**config.mk**
```make
export PLATFORM = sky130hd
export DESIGN_NAME = sw_cmd_encoder
export DESIGN_NICKNAME = d
export VERILOG_FILES = /design/src/rtl/sw_cmd_encoder.sv
export SDC_FILE = /design/constraint.sdc
export NUM_CORES = 1
export LEC_CHECK = 0
export ABC_AREA = 1
export CAP_MARGIN = 10
export CORE_ASPECT_RATIO = 2
export CORE_MARGIN = 4
export CORE_UTILIZATION = 55
export DETAILED_ROUTE_END_ITERATION = 8
export GPL_ROUTABILITY_DRIVEN = 0
export GPL_TIMING_DRIVEN = 0
export PLACE_DENSITY = 0.75
export SKIP_CTS_REPAIR_TIMING = 1
export SLEW_MARGIN = 15
export SYNTH_ARGS = -nofsm -noshare
export SYNTH_HDL_FRONTEND = slang
export SYNTH_SLANG_ARGS = --single-unit
```
**constraint.sdc**
```tcl
create_clock -name clk_in -period 4.2 [get_ports clk_in]
set_input_delay 0.84 -clock clk_in [delete_from_list [all_inputs] [get_ports clk_in]]
set_output_delay 0.84 -clock clk_in [all_outputs]
set_load 0.02 [all_outputs]
```
**src/rtl/sw_cmd_encoder.sv**
```systemverilog
// -----------------------------------------------------------------------------
// sw_cmd_encoder
//
// Front end for the LED shift datapath. Four raw slide switches are
// synchronized, debounced on a slow sample tick, and every debounced rising
// edge becomes a queued shift command. Commands leave over a valid/ready
// handshake (this block drives valid, the shifter drives ready). When several
// presses are queued, the lowest switch index goes out first.
//
// Ports:
//   clk_in     system clock
//   rst_n      asynchronous active-low reset (synchronous release expected)
//   sw[3:0]    raw switch levels, asynchronous to clk_in
//   cmd_ready  shifter accepts cmd_code this cycle
//   ovf_clr    synchronous clear of the sticky overflow flag
//   cmd_valid  cmd_code holds a valid command
//   cmd_code   index (0..3) of the pressed switch
//   sw_db[3:0] debounced switch levels
//   ovf        sticky: a press was dropped because it was already queued
// -----------------------------------------------------------------------------
module sw_cmd_encoder #(
    parameter int unsigned SAMPLE_DIV   = 4,
    parameter int unsigned DEBOUNCE_CNT = 3,
    parameter int unsigned CNT_W        = 20
) (
    input  logic       clk_in,
    input  logic       rst_n,
    input  logic [3:0] sw,
    input  logic       cmd_ready,
    input  logic       ovf_clr,
    output logic       cmd_valid,
    output logic [1:0] cmd_code,
    output logic [3:0] sw_db,
    output logic       ovf
);

    localparam int unsigned DB_W = (DEBOUNCE_CNT > 1) ? $clog2(DEBOUNCE_CNT) : 1;
    localparam logic [CNT_W-1:0] TICK_LAST = CNT_W'(SAMPLE_DIV - 1);
    localparam logic [DB_W-1:0]  DB_LAST   = DB_W'(DEBOUNCE_CNT - 1);

    // ---------------------------------------------------------------------
    // Two-flop synchronizer
    // ---------------------------------------------------------------------
    logic [3:0] sw_meta;
    logic [3:0] sw_s;

    always_ff @(posedge clk_in or negedge rst_n) begin
        if (!rst_n) begin
            sw_meta <= '0;
            sw_s    <= '0;
        end else begin
            sw_meta <= sw;
            sw_s    <= sw_meta;
        end
    end

    // ---------------------------------------------------------------------
    // Sample tick: one cycle in every SAMPLE_DIV
    // ---------------------------------------------------------------------
    logic [CNT_W-1:0] tick_cnt;
    logic             tick;

    assign tick = (tick_cnt == TICK_LAST);

    always_ff @(posedge clk_in or negedge rst_n) begin
        if (!rst_n) begin
            tick_cnt <= '0;
        end else if (tick) begin
            tick_cnt <= '0;
        end else begin
            tick_cnt <= tick_cnt + 1'b1;
        end
    end

    // ---------------------------------------------------------------------
    // Debounce: the level only follows sw_s after DEBOUNCE_CNT consecutive
    // ticks of disagreement; any agreeing tick restarts the count.
    // ---------------------------------------------------------------------
    logic [3:0][DB_W-1:0] db_cnt;
    logic [3:0][DB_W-1:0] db_cnt_nxt;
    logic [3:0]           sw_db_nxt;

    always_comb begin
        sw_db_nxt  = sw_db;
        db_cnt_nxt = db_cnt;
        if (tick) begin
            for (int i = 0; i < 4; i++) begin
                if (sw_s[i] == sw_db[i]) begin
                    db_cnt_nxt[i] = '0;
                end else if (db_cnt[i] == DB_LAST) begin
                    sw_db_nxt[i]  = sw_s[i];
                    db_cnt_nxt[i] = '0;
                end else begin
                    db_cnt_nxt[i] = db_cnt[i] + 1'b1;
                end
            end
        end
    end

    always_ff @(posedge clk_in or negedge rst_n) begin
        if (!rst_n) begin
            sw_db  <= '0;
            db_cnt <= '0;
        end else begin
            sw_db  <= sw_db_nxt;
            db_cnt <= db_cnt_nxt;
        end
    end

    // ---------------------------------------------------------------------
    // Pending mask, lowest-index selection and overflow detection
    // ---------------------------------------------------------------------
    logic [3:0] pending;
    logic [3:0] pending_nxt;
    logic [3:0] rise;
    logic       pend_any;
    logic [1:0] pend_idx;
    logic       load;
    logic       load_en;
    logic [3:0] load_clr;
    logic [3:0] held_block;
    logic [3:0] dup;
    logic [3:0] set_ok;
    logic       drop;

    // Rising edge seen on the same edge that sw_db itself rises.
    assign rise = sw_db_nxt & ~sw_db;

    always_comb begin
        pend_any = |pending;
        pend_idx = 2'd0;
        casez (pending)
            4'b???1: pend_idx = 2'd0;
            4'b??10: pend_idx = 2'd1;
            4'b?100: pend_idx = 2'd2;
            4'b1000: pend_idx = 2'd3;
            default: pend_idx = 2'd0;
        endcase
    end

    assign load     = ~cmd_valid | cmd_ready;
    assign load_en  = load & pend_any;
    assign load_clr = load_en ? (4'b0001 << pend_idx) : 4'b0000;

    always_comb begin
        held_block = '0;
        for (int i = 0; i < 4; i++) begin
            held_block[i] = cmd_valid & ~cmd_ready & (cmd_code == 2'(i));
        end
    end

    // A bit leaving pending this cycle is not a duplicate: the new press
    // re-arms it (set wins over the load-clear).
    assign dup         = (pending & ~load_clr) | held_block;
    assign set_ok      = rise & ~dup;
    assign drop        = |(rise & dup);
    assign pending_nxt = (pending & ~load_clr) | set_ok;

    always_ff @(posedge clk_in or negedge rst_n) begin
        if (!rst_n) begin
            pending <= '0;
        end else begin
            pending <= pending_nxt;
        end
    end

    // Set has priority over clear.
    always_ff @(posedge clk_in or negedge rst_n) begin
        if (!rst_n) begin
            ovf <= 1'b0;
        end else if (drop) begin
            ovf <= 1'b1;
        end else if (ovf_clr) begin
            ovf <= 1'b0;
        end
    end

    // ---------------------------------------------------------------------
    // Registered output stage; holds while stalled.
    // ---------------------------------------------------------------------
    always_ff @(posedge clk_in or negedge rst_n) begin
        if (!rst_n) begin
            cmd_valid <= 1'b0;
            cmd_code  <= 2'd0;
        end else if (load) begin
            cmd_valid <= pend_any;
            if (pend_any) begin
                cmd_code <= pend_idx;
            end
        end
    end

endmodule

```
==> out/metrics.cfg <==
[status]
outcome = complete, no violations

[synth]
ys_warn_count = 0
synth_sequential_area_ratio = 0.494
synth_flop_type = sky130_fd_sc_hd__dfrtp_1
synth_enable_flop_cells = 0
mean_cell_area_of_the_mapped_netlist_um2 = 8.19
synthesis.instances = 297
synth.lib_cells_used.distinct = 28
synth-seq-cells = 48
synthesis.nets = 306
post_synth_instance_area_um2 = 2430
async_reset_ff_frac = 1.00

[cells_and_area]
share_of_cells_above_drive_strength_1 = 0.109
design.final.nets = 329
antennaDiodeCount = 0
area_delta_synth_final_pct = 14.0

[critical_path]
ff2ff_setup_slack_ns = 2.52
crit_type = register to primary output
cp_max_fo = 4
endpoint_kind = primary output
timing.critical_path.cells = clkdlybuf4s50_1
cp-start-kind = register
critPathArrivalTime_ns = 1.34
timing.critical_path.slowest_cell_delay_ns = 0.63
cpMaxStageDelayCell = sky130_fd_sc_hd__clkdlybuf4s50_1
worst_ep_required_time_ns = 3.36
timing.critical_path.buf_inv = 1
cp_top_family = buffers and inverters

[timing]
rsz0062_at_grt = false
fin_worst_skew_ns = 0.0105
final_min_period_over_clock_period = 0.520
setup_viol = 0
fmax_mhz = 458
number_of_max_slew_violations_in_the_final_report = 0
timing.slew.headroom = 0.642
final.min_clock_period_ns = 2.18
timing_hold_violations_final = 0
totalNegativeSetupSlack_ns = 0
worst_slack_ns = 2.02
worst_pin_slew_ns = 0.537

[drt]
via_per_inst = 5.23
drc = 0
dr.pass1.iters = 4
dr.first_iter.drc_count = 31
wl_mm = 5.05
avgRoutedWirePerCell_um = 13.5
final_antenna_net_count = 0
via_count = 1963

[clock_tree]
clock_sink_count = 48
numCtsBuffers = 5
cts.htree.levels = 2
clk-insertion-delay-late_ns = 0.30
cts_tree = yes
clockRootBuffer = sky130_fd_sc_hd__clkbuf_8
worst_setup_hold_path_clk_slew_ns = 0.09
cts_buffer_depth = 2

[place]
place_worst_setup_slack_ns = 1.96
hpwlAfterDp_mm = 3.96
port_buffers = 15

[floorplan]
die_height_um = 102
fp.dieW_um = 55.0
initial_core_util = 0.566
boundaryPins = 16
design.die.area_um2 = 5620
placement_rows = 34
core_um2 = 4300

[power_and_ir_drop]
power.static_leakage_nw = 1.47
power.total_mw = 1.19
max-vdd-ir-drop_v = 0.000232
pwr_density_cell_nw_per_um2 = 431

[grt]
pin_count_of_the_biggest_net_entering_global_routing = 27
grt_first_pass_wirelength_mm = 8.74
antenna_violations_before_repair = 0
grt.overflow.total = 0
grt_pass1_vias = 2021
gr-usage-all-layers = 0.213

[min_path]
timing.hold.worst.class = register to register

[run]
drv.max_cap_violation_count = 0

metal layers:
layer  global-route usage  vias up  wire, µm
li1                     -      977         -
met1                0.208      929      1770
met2                0.401       38      2970
met3               0.0307       19       125
met4                0.110        0       188
met5                    0        -         0
state kept, by name (all words and copies together), names as in the netlist:
register,count
cmd_code,2
db_cnt,8
ovf,1
sw_s,4
sw_meta,4
tick_cnt,20
pending,4
cmd_valid,1
sw_db,4
cell type report:
type,count,area (µm²)
timing repair buffer,16,165
sequential,48,1200
tap,54,67.6
clock inverter,2,35.0
multi-input combinational,192,1000
clock buffer,6,72.6
buffer,4,28.8
inverter,53,199
fill,382,1520
worst reg2reg max path, cell delays in order, from the launching register on:
cell	delay (ns)
sky130_fd_sc_hd__dfrtp_1	0.38
sky130_fd_sc_hd__ha_1	0.28
sky130_fd_sc_hd__inv_2	0.07
sky130_fd_sc_hd__nor2_1	0.09
sky130_fd_sc_hd__nand4_1	0.16
sky130_fd_sc_hd__nor2_4	0.20
sky130_fd_sc_hd__buf_6	0.17
sky130_fd_sc_hd__nand4_1	0.13
sky130_fd_sc_hd__o21ai_0	0.11
report_power, final:
part	switching, mW	total [mW]	internal (mW)
clock	0.150	0.327	0.177
sequential	0.0552	0.585	0.529
combinational	0.168	0.283	0.115
cell families after synthesis:
logic type,count (synthesis),share of synthesized area
buffers and inverters,57,0.0936
DFF,48,0.494
adders and majority gates,1,0.00514
and+or+nand+nor,148,0.289
AOI/OAI and AO/OA,26,0.0571
xor gates and xnor gates,17,0.0612
metrics by stage:
| step | util | instance area [µm²] | hold slack [ns] | cells |
|---|---|---|---|---|
| 2_1_floorplan | - | 2430 | 0.331 | 297 |
| 3_3_place_gp | 0.617 | 2650 | 0.332 | 366 |
| 3_5_place_dp | 0.620 | 2670 | 0.342 | 367 |
| 4_1_cts | 0.645 | 2770 | 0.357 | 375 |
| 5_1_grt | 0.645 | 2770 | 0.361 | 375 |
| 6_report | 0.645 | 2770 | 0.349 | 375 |
synthesized netlist by cell type (2+ instances only):
master,count,area share
sky130_fd_sc_hd__a21oi_1,7,0.014
sky130_fd_sc_hd__buf_2,2,0.0041
sky130_fd_sc_hd__dfrtp_1,48,0.49
sky130_fd_sc_hd__inv_1,49,0.076
sky130_fd_sc_hd__inv_2,4,0.0062
sky130_fd_sc_hd__nand2_1,50,0.077
sky130_fd_sc_hd__nand3_1,17,0.035
sky130_fd_sc_hd__nand4_1,13,0.033
sky130_fd_sc_hd__nor2_1,43,0.066
sky130_fd_sc_hd__nor2_2,6,0.015
sky130_fd_sc_hd__nor3_1,6,0.012
sky130_fd_sc_hd__nor3_2,4,0.016
sky130_fd_sc_hd__nor4_2,2,0.010
sky130_fd_sc_hd__o211ai_1,2,0.0062
sky130_fd_sc_hd__o21ai_0,14,0.029
sky130_fd_sc_hd__or2_2,3,0.0077
sky130_fd_sc_hd__xnor2_1,6,0.022
sky130_fd_sc_hd__xor2_1,11,0.040
worst paths after layout:
check                       startpoint        end  cells past startpoint
max                           sw_db[3]   sw_db[3]                      1
min                         sw_meta[0]    sw_s[0]                      0
max reg2reg                tick_cnt[0]  db_cnt[2]                      8
min reg2reg                 sw_meta[0]    sw_s[0]                      0
max in group asynchronous        rst_n    sw_s[3]                      2
min in group asynchronous        rst_n   sw_db[1]                      1
layout by cell type, fill, tap and decap left out:
cell type,n
sky130_fd_sc_hd__a21oi_1,7
sky130_fd_sc_hd__and3_1,1
sky130_fd_sc_hd__buf_12,1
sky130_fd_sc_hd__buf_2,3
sky130_fd_sc_hd__buf_4,1
sky130_fd_sc_hd__buf_6,1
sky130_fd_sc_hd__bufinv_16,1
sky130_fd_sc_hd__clkbuf_1,1
sky130_fd_sc_hd__clkbuf_8,5
sky130_fd_sc_hd__clkdlybuf4s50_1,14
sky130_fd_sc_hd__clkinv_2,1
sky130_fd_sc_hd__dfrtp_1,48
sky130_fd_sc_hd__ha_1,1
sky130_fd_sc_hd__inv_1,49
sky130_fd_sc_hd__inv_2,4
sky130_fd_sc_hd__nand2_1,50
sky130_fd_sc_hd__nand2_2,1
sky130_fd_sc_hd__nand3_1,17
sky130_fd_sc_hd__nand4_1,13
sky130_fd_sc_hd__nand4_2,1
sky130_fd_sc_hd__nor2_1,43
sky130_fd_sc_hd__nor2_2,6
sky130_fd_sc_hd__nor2_4,1
sky130_fd_sc_hd__nor3_1,6
sky130_fd_sc_hd__nor3_2,4
sky130_fd_sc_hd__nor4_2,2
sky130_fd_sc_hd__o211ai_1,2
sky130_fd_sc_hd__o21ai_0,14
sky130_fd_sc_hd__o21ai_1,1
sky130_fd_sc_hd__o21bai_1,1
sky130_fd_sc_hd__o22ai_1,1
sky130_fd_sc_hd__or2_2,3
sky130_fd_sc_hd__xnor2_1,6
sky130_fd_sc_hd__xor2_1,11
(Power assumes the default switching activity.)
